--- src/rtl/freq_ramp_gen.sv ---
// freq_ramp_gen: slews the running frequency toward the HMI setpoint at a bounded rate and
// integrates it into a 32-bit phase accumulator for the waveform/PWM stage.
//
// Ports:
//   clk_sys    in   system clock
//   rst        in   synchronous, active-high reset
//   pluse_us   in   one-cycle strobe, once per microsecond
//   run        in   1 = drive enabled, 0 = ramp down to stop
//   freq[7:0]  in   frequency setpoint in Hz
//   dir        in   requested rotation direction (FREQ_RAMP_REV_EN builds only)
//   dir_act    out  applied rotation direction (FREQ_RAMP_REV_EN builds only)
//   freq_act   out  current slewed frequency in Hz
//   phase      out  phase accumulator; [31:24] indexes the sine table
//   phase_wrap out  one-cycle pulse after the accumulator wraps (or borrows in reverse)
//   state      out  0 = IDLE, 1 = ACCEL, 2 = RUN, 3 = DECEL
//   busy       out  high when state is not IDLE
//
// Optional feature: define FREQ_RAMP_REV_EN to add direction reversal through zero speed.
module freq_ramp_gen #(
    parameter int unsigned FREQ_MIN   = 5,
    parameter int unsigned FREQ_MAX   = 200,
    parameter int unsigned RAMP_US    = 10000,
    parameter int unsigned INC_PER_HZ = 4295
) (
    input  logic        clk_sys,
    input  logic        rst,
    input  logic        pluse_us,
    input  logic        run,
    input  logic [7:0]  freq,
`ifdef FREQ_RAMP_REV_EN
    input  logic        dir,
    output logic        dir_act,
`endif
    output logic [7:0]  freq_act,
    output logic [31:0] phase,
    output logic        phase_wrap,
    output logic [1:0]  state,
    output logic        busy
);

    localparam int unsigned CntW = (RAMP_US > 1) ? $clog2(RAMP_US) : 1;
    localparam logic [CntW-1:0] CntLast = CntW'(RAMP_US - 1);
    localparam logic [7:0] FMin = 8'(FREQ_MIN);
    localparam logic [7:0] FMax = 8'(FREQ_MAX);

    typedef enum logic [1:0] {
        StIdle  = 2'd0,
        StAccel = 2'd1,
        StRun   = 2'd2,
        StDecel = 2'd3
    } state_e;

    state_e          state_q, state_d;
    logic [7:0]      freq_act_q, freq_act_d;
    logic [31:0]     phase_q, phase_d;
    logic            phase_wrap_q, phase_wrap_d;
    logic [CntW-1:0] cnt_q, cnt_d;

    logic [7:0]  tgt_raw;
    logic [7:0]  tgt;
    logic        ramping;
    logic        tick;
    logic        restart;
    logic        clear_phase;
    logic [31:0] inc;
    logic [32:0] acc;

`ifdef FREQ_RAMP_REV_EN
    logic dir_act_q, dir_act_d;
    logic rev_pend;
`endif

    // Target frequency: zero when stopped, otherwise clamped into the running band.
    always_comb begin
        tgt_raw = 8'd0;
        if (run && (freq != 8'd0)) begin
            if (freq < FMin) begin
                tgt_raw = FMin;
            end else if (freq > FMax) begin
                tgt_raw = FMax;
            end else begin
                tgt_raw = freq;
            end
        end
        tgt = tgt_raw;
`ifdef FREQ_RAMP_REV_EN
        // A pending reversal must pass through zero speed first.
        rev_pend = (dir != dir_act_q) && (state_q != StIdle);
        if (rev_pend) begin
            tgt = 8'd0;
        end
`endif
    end

    assign ramping = (state_q == StAccel) || (state_q == StDecel);
    assign tick    = ramping && pluse_us && (cnt_q == CntLast);

    always_comb begin
        state_d     = state_q;
        freq_act_d  = freq_act_q;
        restart     = 1'b0;
        clear_phase = 1'b0;
`ifdef FREQ_RAMP_REV_EN
        dir_act_d   = dir_act_q;
`endif
        if (state_q == StIdle) begin
`ifdef FREQ_RAMP_REV_EN
            dir_act_d = dir;
`endif
            if (tgt != 8'd0) begin
                state_d = StAccel;
            end
        end else if ((freq_act_q == 8'd0) && (tgt == 8'd0)) begin
            // Standstill reached: either stop, or reverse and restart without idling.
`ifdef FREQ_RAMP_REV_EN
            if (rev_pend) begin
                dir_act_d = dir;
                if (tgt_raw != 8'd0) begin
                    state_d = StAccel;
                    restart = 1'b1;
                end else begin
                    state_d     = StIdle;
                    clear_phase = 1'b1;
                end
            end else begin
                state_d     = StIdle;
                clear_phase = 1'b1;
            end
`else
            state_d     = StIdle;
            clear_phase = 1'b1;
`endif
        end else if (freq_act_q == tgt) begin
            state_d = StRun;
        end else if (freq_act_q < tgt) begin
            if (state_q == StAccel) begin
                if (tick) begin
                    freq_act_d = (freq_act_q == 8'd0) ? FMin : freq_act_q + 8'd1;
                end
            end else begin
                state_d = StAccel;
            end
        end else begin
            if (state_q == StDecel) begin
                if (tick) begin
                    freq_act_d = (freq_act_q <= FMin) ? 8'd0 : freq_act_q - 8'd1;
                end
            end else begin
                state_d = StDecel;
            end
        end
    end

    // Ramp counter restarts on any state change so the first step is a full interval away.
    always_comb begin
        cnt_d = cnt_q;
        if (!ramping || (state_d != state_q) || restart) begin
            cnt_d = '0;
        end else if (pluse_us) begin
            cnt_d = tick ? '0 : cnt_q + 1'b1;
        end
    end

    // Phase integrates the pre-update frequency; bit 32 of the add is the wrap/borrow flag.
    assign inc = 32'(freq_act_q) * INC_PER_HZ;

    always_comb begin
`ifdef FREQ_RAMP_REV_EN
        acc = dir_act_q ? ({1'b0, phase_q} - {1'b0, inc}) : ({1'b0, phase_q} + {1'b0, inc});
`else
        acc = {1'b0, phase_q} + {1'b0, inc};
`endif
        phase_d      = phase_q;
        phase_wrap_d = 1'b0;
        if (pluse_us) begin
            phase_d      = acc[31:0];
            phase_wrap_d = acc[32];
        end
        if (clear_phase) begin
            phase_d      = 32'd0;
            phase_wrap_d = 1'b0;
        end
    end

    always_ff @(posedge clk_sys) begin
        if (rst) begin
            state_q      <= StIdle;
            freq_act_q   <= 8'd0;
            phase_q      <= 32'd0;
            phase_wrap_q <= 1'b0;
            cnt_q        <= '0;
`ifdef FREQ_RAMP_REV_EN
            dir_act_q    <= 1'b0;
`endif
        end else begin
            state_q      <= state_d;
            freq_act_q   <= freq_act_d;
            phase_q      <= phase_d;
            phase_wrap_q <= phase_wrap_d;
            cnt_q        <= cnt_d;
`ifdef FREQ_RAMP_REV_EN
            dir_act_q    <= dir_act_d;
`endif
        end
    end

    assign freq_act   = freq_act_q;
    assign phase      = phase_q;
    assign phase_wrap = phase_wrap_q;
    assign state      = state_q;
    assign busy       = (state_q != StIdle);
`ifdef FREQ_RAMP_REV_EN
    assign dir_act    = dir_act_q;
`endif

endmodule

--- config.mk ---
export PLATFORM = sky130hd
export DESIGN_NAME = freq_ramp_gen
export DESIGN_NICKNAME = d
export VERILOG_FILES = /design/src/rtl/freq_ramp_gen.sv
export SDC_FILE = /design/constraint.sdc
export NUM_CORES = 1
export LEC_CHECK = 0
export BUFFER_PORTS_ARGS = -buffer_cell sky130_fd_sc_hd__clkbuf_2
export CORE_ASPECT_RATIO = 1.25
export CORE_MARGIN = 2
export CORE_UTILIZATION = 55
export DETAILED_ROUTE_END_ITERATION = 12
export PLACE_DENSITY = 0.86
export SYNTH_ARGS = -nofsm -noshare
export SYNTH_HDL_FRONTEND = slang
export SYNTH_SLANG_ARGS = --single-unit
--- constraint.sdc ---
create_clock -name clk_sys -period 4.45 [get_ports clk_sys]
set_input_delay 0.89 -clock clk_sys [delete_from_list [all_inputs] [get_ports clk_sys]]
set_output_delay 0.89 -clock clk_sys [all_outputs]
set_load 0.03 [all_outputs]
==> summary.md <==
| Metric | Value |
|---|---|
| Final period util | 0.973 |
| Pre-CTS WS | -0.0264 ns |
| Syn Inst Count | 649 |
| # DRC | 0 |
| Minimum clock period | 4.33 ns |
| Worst-path clk slew | 0.05 ns |
| Initial antenna violation count | 0 |
| Routed len/inst | 17.1 µm |
| Core Area | 0.00966 mm² |
| Number of antenna diodes | 0 |
| Outcome | complete, no violations |
| Clock root buffer master | clkbuf_16 |
| Die width | 93.5 µm |
| DRT Pass-1 Iters | 5 |
| Leakage | 0.00323 µW |
| Critical path data arrival time | 4.56 ns |
| Vias | 5107 |
| Fillers | 724 |
| Cell family with most CP delay | adder cells |
| PortBufs | 55 |
| Worst Path Buf+Inv | 5 |
| Top cell by count, worst path | inv_1 |
| Critical path's largest stage delay | 0.54 ns |
| Post-synth top flop | dfxtp_1 |
| # IOs | 56 |
| Routability cong. | 0.907 |
| Layout cells sized above 1 | 0.197 |
| Die Area | 0.0108 mm² |
| DP Wirelength | 10900 µm |
| Critical path type | register to register |
| GRT overflow | 0 |
| Most frequent cells in the layout | inv_1, ha_1, nor2_1 |
| Worst reg-to-reg setup slack | 0.12 ns |
| Setup violators final | 0 |
| Synth Net Count | 774 |
| Clk_lat worst skew | 0.34 ns |
| CTS Sinks | 57 |
| # rows | 40 |
| Via-to-Cell Ratio | 5.99 |
| Htree depth | 3 |
| Synth Cell Area | 0.00551 mm² |
| Layout overhead on the synthesized area | 18.7% |
| Starting Density | 0.570 |
| Slowest CP cell | fa_2 |
| Commonest non-fill, non-tap cell in the layout | inv_1 |
| CP Launch Type | register |
| Fin Clk Skew | 0.00751 ns |
| Critical path endpoint category | register |
| Sequential area share after synthesis | 0.207 |
| Hold Violations, Final | 0 |
| Class of the worst hold path | register to register |
| Initial drt markers | 196 |
| Slew HR | 0.503 |
| Maximum fanout along the worst path | 5 |
| Avg Synthesized Cell Area | 8.49 µm² |
| Remaining antenna violation count after routing | 0 |
| Ys async rst share | 0 |
| Largest net degree at the start of global routing | 39 |
| Max Slew Vio Count | 0 |
| Vias in the first global route | 5170 |
| Total routed wirelength | 14600 µm |
| Critical path required time | 4.68 ns |
| Synthesis Warnings | 0 |
| First-pass GRT wire length | 23800 µm |
| Final Net Count | 849 |
| Max VDD drop | 0.000236 V |
| Total GRT Usage | 0.277 |
| CTS max path bufs | 2 |
| CTS buffer count | 9 |
| Synth cell types | 68 |
| Total chip power | 1270 µW |
| Count of flip-flops with a built-in enable after synthesis | 0 |
| #FFs+latches synth | 57 |
| Worst path cell trace | buf_8 > ha_1 > inv_1 > fa_1 > inv_1 > ha_1 > inv_1 > fa_2 > inv_1 > ha_1 > a211o_1 > a211oi_4 > nor3_2 > or3_4 > a31o_2 > xor2_1 > a22o_1 |
| Slew @ Worst Pin | 0.746 ns |
| P per Cell Area | 195 mW/mm² |
| Die height | 116 µm |
| CTS tree | yes |
| Worst setup margin | 0.119 ns |
| Max-cap violations | 0 |
| Max Freq | 231 MHz |
per-stage QoR:
step	hold slack, ns	utilization	TNS [ns]	cell area [µm²]	instances
2_1_floorplan	0.463	-	0	5530	649
3_3_place_gp	0.459	0.625	0	6040	833
3_5_place_dp	0.472	0.625	-0.0264	6040	833
4_1_cts	0.480	0.657	0	6350	848
5_1_grt	0.519	0.677	-0.0167	6540	853
6_report	0.481	0.677	0	6540	853
final cells by class:
class | count | area (µm²) | area share
flip-flops and latches | 57 | 1170 | 0.178
multi-input cells | 491 | 4140 | 0.632
well taps | 126 | 158 | 0.0241
clock inverters | 2 | 11.3 | 0.00172
inverters | 82 | 308 | 0.0471
clock buffers | 12 | 268 | 0.0409
repair buffers | 83 | 493 | 0.0754
where the power goes:
part / total (µW) / leakage, µW / switching (µW) / internal [µW]
logic: 101 / 0.00263 / 65.2 / 35.8
registers: 514 / 0.000466 / 3.24 / 510
clock network: 659 / 0.000140 / 241 / 418
total: 1270 / 0.00323 / 310 / 964
timing repair:
action | in CTS | in global routing
gates resized for setup | 4 | 30
hold buffers | 0 | 0
hold endpoints to repair | 0 | 0
pin swaps | 1 | 16
setup endpoints to repair | 1 | 16
setup buffers | 1 | 5
routing by layer:
| layer | wire [µm] | vias up | track usage |
|---|---|---|---|
| met4 | 547 | 0 | 0.139 |
| met5 | 0 | - | 0 |
| li1 | - | 2412 | - |
| met2 | 7310 | 221 | 0.474 |
| met1 | 5890 | 2421 | 0.331 |
| met3 | 834 | 53 | 0.0559 |
logic make-up after synthesis:
logic type | Yosys count | synth area share
simple gates | 199 | 0.182
flops | 57 | 0.207
fa+ha+maj | 113 | 0.295
mux | 16 | 0.0293
xor+xnor | 33 | 0.0525
compound gates | 130 | 0.163
buf+inv | 101 | 0.0715
worst paths after layout:
check / startpoint / to / depth (start not counted)
min reg2reg: phase[31]$_SDFFE_PP0P_ / phase_wrap$_SDFF_PP0_ / 2
min: phase[31]$_SDFFE_PP0P_ / phase_wrap$_SDFF_PP0_ / 2
max: freq_act[1]$_SDFFE_PP0P_ / phase[20]$_SDFFE_PP0P_ / 17
max reg2reg: freq_act[1]$_SDFFE_PP0P_ / phase[20]$_SDFFE_PP0P_ / 17
worst min-delay path, cell delays in order (launching register included):
cell	delay, ns
dfxtp_1	0.33
inv_1	0.06
nor4_1	0.04
cells in the mapped netlist (all sizes together) (15+ instances only):
cell / number / area share
dfxtp: 57 / 0.21
nand2: 32 / 0.022
nand3: 25 / 0.023
mux2i: 15 / 0.027
nor2: 61 / 0.042
ha: 85 / 0.19
xnor2: 20 / 0.032
a21oi: 36 / 0.033
inv: 82 / 0.056
fa: 28 / 0.10
o21ai: 24 / 0.025
registers in the layout, summed over array words and instances (netlist names):
name / count
phase: 32
state: 2
phase_wrap: 1
freq_act: 8
cnt_q: 14
(Power assumes the default switching activity.)
